`src/rtl/mult_arbiter.sv`:
```
// Round-robin arbiter sharing one 16x16 unsigned multiplier among four requesters,
// with a valid/ready result register and an accepted-result counter.

module multiplier_16bit (
    input  logic [15:0] a,
    input  logic [15:0] b,
    output logic [31:0] p
);
    assign p = {16'b0, a} * {16'b0, b};
endmodule

module mult_arbiter #(
    parameter int NREQ = 4
) (
    input  logic                 clk,
    input  logic                 rst,
    input  logic [NREQ-1:0]      req,
    input  logic [16*NREQ-1:0]   req_a,
    input  logic [16*NREQ-1:0]   req_b,
    output logic [NREQ-1:0]      gnt,
    output logic                 res_valid,
    input  logic                 res_ready,
    output logic [1:0]           res_id,
    output logic [31:0]          res_p,
    output logic                 busy,
    output logic [15:0]          op_count
);
    localparam logic [0:0] IDLE = 1'b0;
    localparam logic [0:0] MUL  = 1'b1;

    logic [0:0]  state;
    logic [1:0]  last_winner;
    logic [1:0]  cur_id;
    logic [15:0] op_a;
    logic [15:0] op_b;
    logic [31:0] mul_p;
    logic [1:0]  win;
    logic [1:0]  idx;
    logic        found;
    logic        load;
    logic        accept;

    multiplier_16bit u_mul (
        .a (op_a),
        .b (op_b),
        .p (mul_p)
    );

    // Search order starts just past the previous winner and wraps.
    always_comb begin
        win   = '0;
        idx   = '0;
        found = 1'b0;
        for (int unsigned k = 1; k <= 4; k++) begin
            idx = last_winner + 2'(k);
            if (!found && req[idx]) begin
                win   = idx;
                found = 1'b1;
            end
        end
    end

    assign load   = (state == MUL) && (!res_valid || res_ready);
    assign accept = res_valid && res_ready;
    assign busy   = (state != IDLE);

    always_ff @(posedge clk or posedge rst) begin
        if (rst) begin
            state       <= IDLE;
            last_winner <= 2'd3;
            cur_id      <= '0;
            op_a        <= '0;
            op_b        <= '0;
            gnt         <= '0;
            res_valid   <= 1'b0;
            res_id      <= '0;
            res_p       <= '0;
            op_count    <= '0;
        end else begin
            gnt <= '0;
            case (state)
                IDLE: begin
                    if (found) begin
                        op_a        <= req_a[{win, 4'b0000} +: 16];
                        op_b        <= req_b[{win, 4'b0000} +: 16];
                        cur_id      <= win;
                        last_winner <= win;
                        gnt[win]    <= 1'b1;
                        state       <= MUL;
                    end
                end
                default: begin
                    if (load) begin
                        state <= IDLE;
                    end
                end
            endcase

            // A load in the same edge as an accept replaces the result and keeps valid high.
            if (load) begin
                res_p     <= mul_p;
                res_id    <= cur_id;
                res_valid <= 1'b1;
            end else if (accept) begin
                res_valid <= 1'b0;
            end

            if (accept) begin
                op_count <= op_count + 16'd1;
            end
        end
    end
endmodule

```
`config.mk`:
```
export PLATFORM = sky130hd
export DESIGN_NAME = mult_arbiter
export DESIGN_NICKNAME = d
export VERILOG_FILES = /design/src/rtl/mult_arbiter.sv
export SDC_FILE = /design/constraint.sdc
export NUM_CORES = 1
export LEC_CHECK = 0
export CORE_MARGIN = 4
export CORE_UTILIZATION = 57
export CTS_BUF_LIST = sky130_fd_sc_hd__clkbuf_16
export DETAILED_ROUTE_END_ITERATION = 10
export PLACE_DENSITY = 0.83
export SLEW_MARGIN = 20
export SYNTH_ARGS = -nofsm -noshare
export SYNTH_HDL_FRONTEND = slang
export SYNTH_HIERARCHICAL = 1
export SYNTH_SLANG_ARGS = --single-unit
```
`constraint.sdc`:
```
create_clock -name clk -period 6.59 [get_ports clk]
set_clock_uncertainty 0.1 [all_clocks]
set_input_delay 1.977 -clock clk [delete_from_list [all_inputs] [get_ports clk]]
set_output_delay 1.977 -clock clk [all_outputs]
set_load 0.02 [all_outputs]
```
* Yosys cells after proc, flatten, opt, wreduce, memory -nomap -nowiden
Cells that the tools add are included.
** Word-level totals
- Output and inout bits :: 56
- Input bits :: 135
- Word-level logic and storage cells :: 62
- Register bits :: 92
** Operators by class
- $mul :: 1
- Reduce and logical (&&, ||, !) cells :: 13
- Bitwise operators :: 1
- Add/subtract/negate cells :: 4
- Magnitude comparators :: 6
- Shifts and indexed selects :: 2
- Multiplexer cells :: 25
** Operator list (count)
- $shiftx 64x7->16 :: 2
- $mul 16x16->32 :: 1
- $add 16x1->16 const B :: 1
- $lt 2x3->1 const B :: 5
- $mux 1 :: 14
- $bmux 1 s2 :: 4
- $mux 2 :: 4
- $mux 4 :: 2
- $logic_and 1x1->1 :: 6
- $add 2x2->2 const B :: 2
- $logic_not 1->1 :: 4
- $add 2x1->2 const B :: 1
- $demux 1 s2 :: 1
- $ge 2x1->1 const B :: 1
- $reduce_and 2->1 :: 1
- $reduce_bool 2->1 :: 1
- $logic_or 1x1->1 :: 1
- $not 1->1 :: 1

* Logic depth before layout (Yosys ltp)
- Depth in word-level cells :: 19
- Gate-level depth with buffers :: 23

* Hierarchy
The synthesis kept the hierarchy.
** Modules (own cells, without submodules)
- multiplier_16bit :: times used 1, cells each 991, area an instance 8578.2 µm², seq. area each 0.0 µm²
- mult_arbiter :: times used 1, cells each 409, area an instance 4464.3 µm², seq. area each 2304.7 µm²

* Worst setup path before layout
No wires, ideal clock.
- Kind :: register to register
- Start :: register op_b[7]
- End :: register res_p[31]
- Arrival :: 5706 ps
- Slack :: 659 ps
- Path buffers :: 2
- Stages on the path, launching flop included :: 22
- Clock period less this slack :: 5931 ps
- Cells stage by stage :: dfrtp_1 -> clkbuf_1 -> nand2_1 -> fa_1 -> fa_1 -> inv_1 -> fa_1 -> fa_1 -> fa_1 -> inv_1 -> fa_1 -> inv_1 -> ha_1 -> buf_2 -> nand4_1 -> or3_4 -> a2111oi_2 -> a211oi_1 -> a21oi_1 -> o22ai_1 -> xnor2_1 -> mux2_2
** On the way
- Cells in the longest elaborated chain, start to end :: 1
** RTL lines
- start: declaration :: line 35 : logic [15:0] op_b;
- start signal: assignment :: line 85 : op_b <= req_b[{win, 4'b0000} +: 16];
- $mul 16x16->32 :: line 9 : assign p = {16'b0, a} * {16'b0, b};
- net mul_p[31] :: line 36 : logic [31:0] mul_p;
- end signal: assignment :: line 101 : res_p <= mul_p;
- end: declaration :: line 24 : output logic [31:0] res_p,
The timed path passes the listed nets, and every way through them passes these cells.
A chain may end at the register's enable or synchronous reset.

* Worst setup path after layout
- Start :: register op_b[15]
- End :: register res_p[31]
Same word-level chain as after synthesis.

==> flow_metrics.env <==
export IMPL_grt_antenna_before_repair=0
export IMPL_drt_vias_per_instance=5.87
export IMPL_detailroute_via_count=10800
export IMPL_maxSlewViolCount=0
export IMPL_final_net_count=1981
export IMPL_critPathCapture="res_p[31]"
export IMPL_synthArstFlopShare_pct=100
export IMPL_start_util_pct=57.8
export IMPL_synth_enable_flop_cells=0
export IMPL_reg2regPathDepth=18
export IMPL_worstSetupPathType="reg2reg"
export IMPL_detailedPlacementHpwl_um=27300
export IMPL_drv_cap=0
export IMPL_crit_arrival_ps=6520
export IMPL_placement_rows=55
export IMPL_tritoncts_clock_tree="yes"
export IMPL_synth_warning_count=6
export IMPL_synth_cells=1400
export IMPL_io_pin_count=191
export IMPL_synth_top_area_cell="fa_1"
export IMPL_gr_total_overflow=0
export IMPL_min_delay_path_class="reg2reg"
export IMPL_ys_flop_type="dfrtp_1"
export IMPL_core_area_um2=22600
export IMPL_die_w_um=159
export IMPL_area_overhead_vs_synth_pct=18.5
export IMPL_clk_path_buf_depth=2
export IMPL_final_min_clock_period_ps=6370
export IMPL_outcome="completed"
export IMPL_postLayoutCellArea_um2=15500
export IMPL_critPathCaptureType="register"
export IMPL_worst_setup_path_startpoint="op_b[15]"
export IMPL_timing_critical_path_from_type="register"
export IMPL_synthesis_area_um2=13000
export IMPL_insertion_delay_ps=360
export IMPL_gpl_final_weighted_congestion=0.920
export IMPL_clock_sinks=92
export IMPL_mappedNetlistNets=1834
export IMPL_hold_viol_final=0
export IMPL_synth_most_common_cell="inv_1"
export IMPL_postRouteAntennaNets=0
export IMPL_drc=0
export IMPL_worst_slew_margin_rel_pct=26.9
export IMPL_timing_critical_path_required_ps=6740
export IMPL_reg2reg_from="op_b[15]"
export IMPL_drt_initial_violations=607
export IMPL_synthDistinctLibCells=60
export IMPL_grt_max_degree=52
export IMPL_reg2reg_to="res_p[31]"
export IMPL_cts_buffers=9
export IMPL_worstMarginPinSlew_ps=1090
export IMPL_route_final_wire_length_um=34800
export IMPL_clock_tree_root_cell="clkbuf_16"
export IMPL_die_area_um2=25400
export IMPL_grt_first_pass_wirelength_um=56800
export IMPL_n_antenna_cell=0
export IMPL_port_buffers=190
export IMPL_hold_path_cell_count=1
export IMPL_fraction_of_layout_cells_with_a_size_suffix_above_1_pct=7.28
export IMPL_finalSetupTns_ps=0
export IMPL_grt_setup_unrepaired="false"
export IMPL_timing_fmax_mhz=157
export IMPL_via_count_of_the_first_global_routing_pass=11600
export IMPL_critical_path_peak_fanout=17
export IMPL_holdWs_ps=369
export IMPL_leading_cell_types_by_total_area_after_synthesis="fa_1 (30%), dfrtp_1 (17%), ha_1 (10%)"
export IMPL_synth_seq_area_share_pct=17.7
export IMPL_routedWlPerCell_um=18.9
export IMPL_post_dp_cell_area_um2=15100
export IMPL_yosys_top_cells_count="inv_1 (226), nand2_1 (197), fa_1 (194), and2_1 (124), ha_1 (105)"
export IMPL_syn_mean_instance_area_um2=9.32
export IMPL_register_bit_total_from_synthesis=92
export IMPL_cts_clk_slew_worst_paths_ps=70
export IMPL_die_y_um=159
export IMPL_global_route_usage_total_pct=27.4
export IMPL_netlist_area_leader_share_pct=29.8
export IMPL_drt_pass1_iter_count=7
export IMPL_clock_tree_htree_level_count=3
export IMPL_finalSetupViolations=0
export IMPL_finalCritPeriodShare_pct=96.7
export IMPL_rrSetupSlack_ps=220
[placed cells by master, fill, tap and decap left out, types with 4 or more instances in the layout]
cell type | netlist | final
nand3_1 | 14 | 14
buf_4 | 3 | 21
a41oi_1 | 32 | 32
o211ai_1 | 4 | 4
fa_1 | 194 | 194
nor3_1 | 9 | 9
nand2b_1 | 5 | 5
clkdlybuf4s50_1 | 0 | 190
xor2_1 | 13 | 13
and2_1 | 124 | 124
or3_1 | 5 | 5
nand3b_1 | 4 | 4
a32oi_1 | 32 | 32
o21ai_0 | 11 | 11
a21o_1 | 8 | 8
nand2_1 | 197 | 197
and3_1 | 7 | 7
inv_1 | 226 | 226
a31oi_1 | 37 | 37
o21a_1 | 11 | 11
mux2_2 | 35 | 35
nor2b_1 | 5 | 5
ha_1 | 105 | 104
dfrtp_2 | 0 | 16
nor2_1 | 55 | 55
o21bai_1 | 4 | 4
clkbuf_16 | 0 | 9
xnor2_1 | 30 | 30
a21oi_1 | 21 | 20
dfrtp_1 | 90 | 72
a21oi_2 | 3 | 4
[through the flow]
stage / setup WS [ps] / utilization [%] / instances
2_1_floorplan: 659 / - / 1400
3_3_place_gp: 162 / 67.0 / 1821
3_5_place_dp: 10.5 / 67.0 / 1821
4_1_cts: 66.7 / 68.3 / 1837
5_1_grt: 7.74 / 68.5 / 1837
6_report: 217 / 68.5 / 1837
[worst min-delay path by stage]
stage	startpoint	to
2_1_floorplan	cur_id[1]	cur_id[1]
3_3_place_gp	op_count[15]	op_count[15]
3_5_place_dp	op_count[15]	op_count[15]
4_1_cts	op_count[15]	op_count[15]
5_1_grt	cur_id[0]	cur_id[0]
6_report	op_count[15]	op_count[15]
[critical path, cell delays in order (launching register included)]
cell	delay (ps)
dfrtp_1	770
and2_1	240
fa_1	450
fa_1	540
fa_1	470
fa_1	410
fa_1	520
inv_1	50
fa_1	470
inv_1	50
ha_2	410
nand4_1	170
or3_4	400
a2111oi_2	390
a211oi_2	120
a21oi_1	200
o22ai_1	100
xnor2_1	140
mux2_2	260
[kinds of logic after synthesis]
group / share of synthesized area (%)
compound gates: 11.1
xor+xnor: 2.89
mux: 3.18
flops: 17.7
simple gates: 16.1
buf+inv: 9.24
fa+ha+maj: 39.9
[area by class of cell]
cell class	instances	area, um2
clock buffer	9	225
clock inverter	7	81.3
fill	1752	7110
inverter	226	850
multi-input combinational	1007	9560
sequential	92	2330
tap	285	357
timing repair buffer	211	2060
[routing by layer]
layer | track usage [%] | vias up | part of all wire (%)
met3 | 4.58 | 109 | 6.5
li1 | - | 4806 | -
met2 | 48.3 | 478 | 52
met5 | 0 | - | 0
met1 | 33.0 | 5399 | 37
met4 | 12.5 | 0 | 4.2
[flip-flops by register name (all words and copies together), names as in the netlist]
register and flops:
res_id 2, op_a 16, res_valid 1, res_p 32, gnt 4, cur_id 2, busy 1, op_b 16
op_count 16, last_winner 2
[what timing repair did]
action,4_1_cts,5_1_grt
resized for setup,1,21
buffers inserted,0,0
endpoints found under the setup margin,1,7
hold buffers,0,0
hold endpoints to repair,0,0
Power is left out: the tool's default activity adds up to more than one toggle a clock period on the data nets, which glitch-free logic cannot reach.
